===== config.mk =====
export PLATFORM = sky130hd
export DESIGN_NAME = pc_unit_flat
export DESIGN_NICKNAME = d
export VERILOG_FILES = /design/src/rtl/pc_pkg.sv /design/src/rtl/pc_unit_if.sv /design/src/rtl/pc_unit_next_pc_sel.sv /design/src/rtl/pc_unit.sv /design/src/flat_wrapper.sv
export SDC_FILE = /design/constraint.sdc
export NUM_CORES = 1
export LEC_CHECK = 0
export CAP_MARGIN = 10
export CORE_ASPECT_RATIO = 0.9
export CORE_MARGIN = 2
export CORE_UTILIZATION = 45
export DETAILED_ROUTE_END_ITERATION = 7
export DONT_BUFFER_PORTS = 1
export GPL_TIMING_DRIVEN = 0
export RECOVER_POWER = 25
export SLEW_MARGIN = 20
export SYNTH_ARGS = -nofsm -noshare
export SYNTH_HDL_FRONTEND = slang
export SYNTH_SLANG_ARGS = --single-unit

===== constraint.sdc =====
create_clock -name clk -period 4.5 [get_ports clk]
set_input_delay 1.125 -clock clk [delete_from_list [all_inputs] [get_ports clk]]
set_output_delay 1.125 -clock clk [all_outputs]
set_load 0.02 [all_outputs]

===== src/rtl/pc_pkg.sv =====
// pc_pkg: shared types and constants for the program-counter stage.
//   XLEN                 - architectural register / PC width.
//   PC_ALIGN_MASK        - low PC bits that must be zero for a legal fetch target.
//   DEFAULT_RESET_VECTOR - PC loaded on reset unless overridden by the top parameter.
//   pc_state_t           - FSM state type (BOOT, RUN, TRAP, HALT).
//   ST_*                 - the same state encodings as plain 2-bit constants.
package pc_pkg;

    localparam int XLEN = 32;
    localparam logic [1:0] PC_ALIGN_MASK = 2'b11;
    localparam logic [XLEN-1:0] DEFAULT_RESET_VECTOR = 32'h0000_0000;

    typedef enum logic [1:0] {
        BOOT = 2'd0,
        RUN  = 2'd1,
        TRAP = 2'd2,
        HALT = 2'd3
    } pc_state_t;

    localparam logic [1:0] ST_BOOT = 2'd0;
    localparam logic [1:0] ST_RUN  = 2'd1;
    localparam logic [1:0] ST_TRAP = 2'd2;
    localparam logic [1:0] ST_HALT = 2'd3;

endpackage


===== src/rtl/pc_unit_if.sv =====
// pc_unit_if: bundle between the core control logic and the PC stage.
//   Core -> PC stage : pc_plus4_i, branch_taken_i, branch_target_i, jump_i,
//                      jump_target_i, stall_i, halt_i
//   PC stage -> core : pc_o, imem_req_o, trap_o, trap_pc_o, halted_o,
//                      instret_o, state_o (FSM state, debug visibility)
// Fetch handshake: imem_req_o is a valid with no ready; whenever it is high,
// pc_o is a fetch address the instruction memory must accept that cycle.
// The slave modport is the PC stage; the master modport is the surrounding core.
interface pc_unit_if;
    import pc_pkg::*;

    logic [XLEN-1:0] pc_plus4_i;
    logic            branch_taken_i;
    logic [XLEN-1:0] branch_target_i;
    logic            jump_i;
    logic [XLEN-1:0] jump_target_i;
    logic            stall_i;
    logic            halt_i;

    logic [XLEN-1:0] pc_o;
    logic            imem_req_o;
    logic            trap_o;
    logic [XLEN-1:0] trap_pc_o;
    logic            halted_o;
    logic [XLEN-1:0] instret_o;
    logic [1:0]      state_o;

    modport slave (
        input  pc_plus4_i, branch_taken_i, branch_target_i, jump_i,
               jump_target_i, stall_i, halt_i,
        output pc_o, imem_req_o, trap_o, trap_pc_o, halted_o, instret_o,
               state_o
    );

    modport master (
        output pc_plus4_i, branch_taken_i, branch_target_i, jump_i,
               jump_target_i, stall_i, halt_i,
        input  pc_o, imem_req_o, trap_o, trap_pc_o, halted_o, instret_o,
               state_o
    );

endinterface


===== src/rtl/pc_unit_next_pc_sel.sv =====
// next_pc_sel: combinational next-PC priority mux (jump > branch > PC+4).
//   pc_plus4_i      - sequential successor from the external adder
//   branch_taken_i  - conditional branch taken
//   branch_target_i - branch destination
//   jump_i          - JAL/JALR
//   jump_target_i   - jump destination
//   next_pc_o       - selected next PC
//   misaligned_o    - selected redirect target is not 4-byte aligned
// Stall and halt are handled by the FSM in the top, not here.
module next_pc_sel
    import pc_pkg::*;
(
    input  logic [XLEN-1:0] pc_plus4_i,
    input  logic            branch_taken_i,
    input  logic [XLEN-1:0] branch_target_i,
    input  logic            jump_i,
    input  logic [XLEN-1:0] jump_target_i,
    output logic [XLEN-1:0] next_pc_o,
    output logic            misaligned_o
);

    // Only redirect targets are alignment-checked; the sequential path is
    // aligned by construction and is allowed to wrap past the top of memory.
    logic redirect;

    always_comb begin
        next_pc_o = pc_plus4_i;
        redirect  = 1'b0;
        if (jump_i) begin
            next_pc_o = jump_target_i;
            redirect  = 1'b1;
        end else if (branch_taken_i) begin
            next_pc_o = branch_target_i;
            redirect  = 1'b1;
        end
    end

    assign misaligned_o = redirect && ((next_pc_o[1:0] & PC_ALIGN_MASK) != 2'b00);

endmodule


===== src/rtl/pc_unit.sv =====
// pc_unit: program-counter stage of the single-cycle core.
//   clk   - rising-edge clock
//   rst_n - asynchronous active-low reset
//   bus   - pc_unit_if.slave: next-PC sources, stall/halt controls, and the
//           PC, fetch-valid, trap/halt flags, retired count and FSM state.
// FSM: BOOT (one idle cycle after reset) -> RUN -> TRAP or HALT, both terminal
// until reset. All outputs come straight from registers or from the state.
module pc_unit
    import pc_pkg::*;
#(
    parameter logic [XLEN-1:0] RESET_VECTOR = DEFAULT_RESET_VECTOR
) (
    input  logic     clk,
    input  logic     rst_n,
    pc_unit_if.slave bus
);

    logic [1:0]      state_q, state_d;
    logic [XLEN-1:0] pc_q, pc_d;
    logic [XLEN-1:0] instret_q, instret_d;
    logic            trap_q, trap_d;
    logic [XLEN-1:0] trap_pc_q, trap_pc_d;
    logic            halted_q, halted_d;

    logic [XLEN-1:0] sel_pc;
    logic            sel_misaligned;

    next_pc_sel u_next_pc_sel (
        .pc_plus4_i      (bus.pc_plus4_i),
        .branch_taken_i  (bus.branch_taken_i),
        .branch_target_i (bus.branch_target_i),
        .jump_i          (bus.jump_i),
        .jump_target_i   (bus.jump_target_i),
        .next_pc_o       (sel_pc),
        .misaligned_o    (sel_misaligned)
    );

    always_comb begin
        state_d   = state_q;
        pc_d      = pc_q;
        instret_d = instret_q;
        trap_d    = trap_q;
        trap_pc_d = trap_pc_q;
        halted_d  = halted_q;
        case (state_q)
            ST_BOOT: state_d = ST_RUN;
            ST_RUN: begin
                // Stall outranks everything, including halt and redirects.
                if (!bus.stall_i) begin
                    if (bus.halt_i) begin
                        state_d  = ST_HALT;
                        halted_d = 1'b1;
                    end else if (sel_misaligned) begin
                        state_d   = ST_TRAP;
                        trap_d    = 1'b1;
                        trap_pc_d = sel_pc;
                    end else begin
                        pc_d      = sel_pc;
                        instret_d = instret_q + 32'd1;
                    end
                end
            end
            default: ; // TRAP / HALT hold everything until reset
        endcase
    end

    always_ff @(posedge clk or negedge rst_n) begin
        if (!rst_n) begin
            state_q   <= ST_BOOT;
            pc_q      <= RESET_VECTOR;
            instret_q <= '0;
            trap_q    <= 1'b0;
            trap_pc_q <= '0;
            halted_q  <= 1'b0;
        end else begin
            state_q   <= state_d;
            pc_q      <= pc_d;
            instret_q <= instret_d;
            trap_q    <= trap_d;
            trap_pc_q <= trap_pc_d;
            halted_q  <= halted_d;
        end
    end

    assign bus.pc_o       = pc_q;
    assign bus.imem_req_o = (state_q == ST_RUN);
    assign bus.trap_o     = trap_q;
    assign bus.trap_pc_o  = trap_pc_q;
    assign bus.halted_o   = halted_q;
    assign bus.instret_o  = instret_q;
    assign bus.state_o    = state_q;

endmodule


===== src/flat_wrapper.sv =====
// flat-port wrapper written by rule: the top's interface ports become plain ports
module pc_unit_flat import pc_pkg::*;
#(
    parameter logic [XLEN-1:0] RESET_VECTOR = DEFAULT_RESET_VECTOR
)
  (clk, rst_n, bus_pc_plus4_i, bus_branch_taken_i, bus_branch_target_i, bus_jump_i, bus_jump_target_i, bus_stall_i, bus_halt_i, bus_pc_o, bus_imem_req_o, bus_trap_o, bus_trap_pc_o, bus_halted_o, bus_instret_o, bus_state_o);
  pc_unit_if bus_i ();
  input  logic clk;
  input  logic rst_n;
  input wire logic [$bits(bus_i.pc_plus4_i)-1:0] bus_pc_plus4_i;
  input wire logic [$bits(bus_i.branch_taken_i)-1:0] bus_branch_taken_i;
  input wire logic [$bits(bus_i.branch_target_i)-1:0] bus_branch_target_i;
  input wire logic [$bits(bus_i.jump_i)-1:0] bus_jump_i;
  input wire logic [$bits(bus_i.jump_target_i)-1:0] bus_jump_target_i;
  input wire logic [$bits(bus_i.stall_i)-1:0] bus_stall_i;
  input wire logic [$bits(bus_i.halt_i)-1:0] bus_halt_i;
  output wire logic [$bits(bus_i.pc_o)-1:0] bus_pc_o;
  output wire logic [$bits(bus_i.imem_req_o)-1:0] bus_imem_req_o;
  output wire logic [$bits(bus_i.trap_o)-1:0] bus_trap_o;
  output wire logic [$bits(bus_i.trap_pc_o)-1:0] bus_trap_pc_o;
  output wire logic [$bits(bus_i.halted_o)-1:0] bus_halted_o;
  output wire logic [$bits(bus_i.instret_o)-1:0] bus_instret_o;
  output wire logic [$bits(bus_i.state_o)-1:0] bus_state_o;
  assign bus_i.pc_plus4_i = bus_pc_plus4_i;
  assign bus_i.branch_taken_i = bus_branch_taken_i;
  assign bus_i.branch_target_i = bus_branch_target_i;
  assign bus_i.jump_i = bus_jump_i;
  assign bus_i.jump_target_i = bus_jump_target_i;
  assign bus_i.stall_i = bus_stall_i;
  assign bus_i.halt_i = bus_halt_i;
  assign bus_pc_o = bus_i.pc_o;
  assign bus_imem_req_o = bus_i.imem_req_o;
  assign bus_trap_o = bus_i.trap_o;
  assign bus_trap_pc_o = bus_i.trap_pc_o;
  assign bus_halted_o = bus_i.halted_o;
  assign bus_instret_o = bus_i.instret_o;
  assign bus_state_o = bus_i.state_o;
  pc_unit #(.RESET_VECTOR(RESET_VECTOR)) u_core (.clk(clk), .rst_n(rst_n), .bus(bus_i));
endmodule

==> results.toml <==
[outcome]
status = "completed"

[cts]
cts_resized = 0
clock_latency_ns = 0.35
cts_buffers = 9
cts_tree = "done"
hold_buffers = 0
cts_root_buf = "clkbuf_8"
clock-sinks = 100
clk_pin_slew_ns = 0.09
cts_buffer_depth = 2
post-cts-setup-buffers = 0
ctsHtreeMaxLevel = 3

[yosys]
synth_top_area_share_pct = 54.9
ys_seq_elements = 100
syn_inst = 469
synthTopCellsByArea = "dfrtp_1, mux2i_1, o21ai_0"
synth_area_leader_cell = "dfrtp_1"
synth_area_um2 = 4560
syn_avg_cell_area_um2 = 9.71
yosys_warnings = 0
seq_area_frac_synth_pct = 54.9
synth_nets = 572
synthDistinctLibCells = 33

[pwr]
internal_power_mw = 1.39
p_comb_share_pct = 6.6
clkPwrFrac_pct = 34.7
power_mw = 1.91
peakVddDrop_mv = 0.168
p_sw_mw = 0.524
seq_power_share_pct = 58.7
p_leak_nw = 2.28
swShare_pct = 27.4
p_per_area_nw_per_um2 = 387

[global_routing]
antenna_found_initial = 0
grtUsageTotal_pct = 21.5
grt_max_degree = 101
grt_pass1_wl_um = 18000
grt_pass1_vias = 3343
gr-total-overflow = 0

[floorplanning]
die_y_um = 99.5
initial_core_util_pct = 46.8
ios = 203
die_w_um = 110
die-area_um2 = 10900
core_area_um2 = 9740
row_count = 34

[timing]
setup_tns_ns = 0
rsz0062_at_grt = "false"
maxSlewHeadroom_pct = 55.4
skew_ns = 0.00528
worst_slack_ns = 2.05
setup_viol = 0
hold_viol_final = 0
fmax_mhz = 408
tightest_slew_ns = 0.660
finalMaxSlewViolations = 0
fin_crit_ns = 2.45
timing.final.crit_share_pct = 54.5

[finish]
area_growth_pct = 8.43
antenna_cells = 0
fin_util_pct = 50.7
drive_above_1_share_pct = 6.00
fin_area_um2 = 4940
nets = 583

[place]
place_ws_ns = 1.60
place.gp.congestion = 0.811
dpl.hpwl_um = 8560
post_dp_cell_area_um2 = 4710
io_buffers = 0

[critical_path]
crit_path_cell_trace = "buf_2, o21ai_1, o21ai_1, nand2_1, clkbuf_1, clkbuf_1, nand2_1, o21ai_0"
critPathMaxFanout = 10
crit_type = "input pin to flop"
cp.arrival_ns = 2.72
crit_slowest_cell = "clkbuf_1"
worstPathRequired_ns = 4.76
max_stage_delay_ns = 0.46
cp-start-kind = "input pin"
end_kind = "flop"

[routing]
wl_per_cell_um = 18.8
vias_per_cell = 5.50
final_antenna_net_count = 0
vias = 3350
drc_errors = 0
drt_iter0_markers = 155
routed_wirelength_um = 11400
first_pass_iters = 4

[worst_hold_path]
hold_path_class = "input pin to asynchronous set/reset pin"

[run]
drv_cap = 0
## cells in the mapped netlist (all sizes together)
library cell	instances
a21oi	33
a31o	1
and2	2
and3	2
and4	1
and4bb	1
buf	11
clkbuf	15
dfrtp	100
ha	1
inv	6
mux2i	32
nand2	82
nand2b	3
nand3	8
nand4	10
nor2	44
nor2b	3
nor3	8
nor4b	2
o2111a	1
o211ai	2
o21ai	67
or2b	1
or3	1
or4	1
xnor2	21
xor2	10
## cell usage in the layout (no fill, tap or decap), drive strengths merged, types with 3 or more instances in the layout
cell type	synthesis	routed
bufinv	0	3
nand3	8	8
nor2b	3	3
xor2	10	10
nand4	10	10
mux2i	32	32
nor2	44	44
nor3	8	8
inv	6	6
nand2	82	82
clkbuf	15	24
buf	11	11
xnor2	21	21
dfrtp	100	100
a21oi	33	33
nand2b	3	3
o21ai	67	67
## layout make-up
class / count / area (um2)
multi-input cells: 337 / 1920
inverters: 6 / 22.5
fillers: 899 / 4800
clock buffers: 9 / 124
clock inverters: 5 / 103
plain buffers: 26 / 108
well taps: 126 / 158
flip-flops and latches: 100 / 2500
## final timing paths
| check | start | endpoint | slack, ns | cells after the start |
|---|---|---|---|---|
| max | bus_branch_taken_i | u_core.bus.trap_pc_o[30] | 2.05 | 8 |
| min | rst_n | u_core.bus.pc_o[24] | 0.46 | 0 |
| max reg2reg | u_core.bus.instret_o[2] | u_core.bus.instret_o[25] | 2.34 | 6 |
| min reg2reg | u_core.bus.halted_o | u_core.bus.halted_o | 0.62 | 1 |
| max in group asynchronous | rst_n | u_core.bus.instret_o[8] | 3.88 | 0 |
| min in group clk | u_core.bus.halted_o | u_core.bus.halted_o | 0.62 | 1 |
## critical path: cells and delay by family
| family | cells | cell delay [ns] |
|---|---|---|
| AO/OA/AOI/OAI | 3 | 0.42 |
| buffers and inverters | 3 | 0.95 |
| AND/OR/NAND/NOR | 2 | 0.21 |
## metrics by stage
| stage | std cells | hold WS [ns] |
|---|---|---|
| global placement | 595 | 0.594 |
| floorplan | 469 | 0.578 |
| global route | 609 | 0.427 |
| CTS | 609 | 0.436 |
| finish | 609 | 0.459 |
| detailed placement | 595 | 0.606 |
## power by group through the flow
stage | logic (mW) | registers, mW | clock network (mW)
finish | 0.127 | 1.12 | 0.663
detailed placement | 0.130 | 1.14 | 0
global route | 0.150 | 1.13 | 0.712
floorplan | 0.104 | 1.12 | 0
CTS | 0.129 | 1.12 | 0.679
global placement | 0.123 | 1.14 | 0
## layer usage
layer,routed length (um),share of wire (%),vias to the layer above,track usage (%)
li1,-,-,1602,-
met1,4990,44,1613,29.0
met2,5360,47,126,33.4
met3,998,8.7,9,7.21
met4,100,0.87,0,5.16
met5,0,0,-,0
## sequential cells by signal, summed over array words and instances, names as in the netlist
signal	count
u_core.bus.halted_o	1
u_core.bus.instret_o	32
u_core.bus.pc_o	32
u_core.bus.state_o	2
u_core.bus.trap_o	1
u_core.bus.trap_pc_o	32
## logic make-up (layout without fill, tap and decap cells)
logic type	count (synthesis)	after routing	share of synthesized area [%]
DFF	100	100	54.9
muxes	32	32	7.03
buffers and inverters	32	46	2.86
and+or+nand+nor	169	169	17.2
AOI/OAI and AO/OA	104	104	11.8
xor gates and xnor gates	31	31	5.96
adders and majority gates	1	1	0.275
Power figures use the tool's default switching activity.
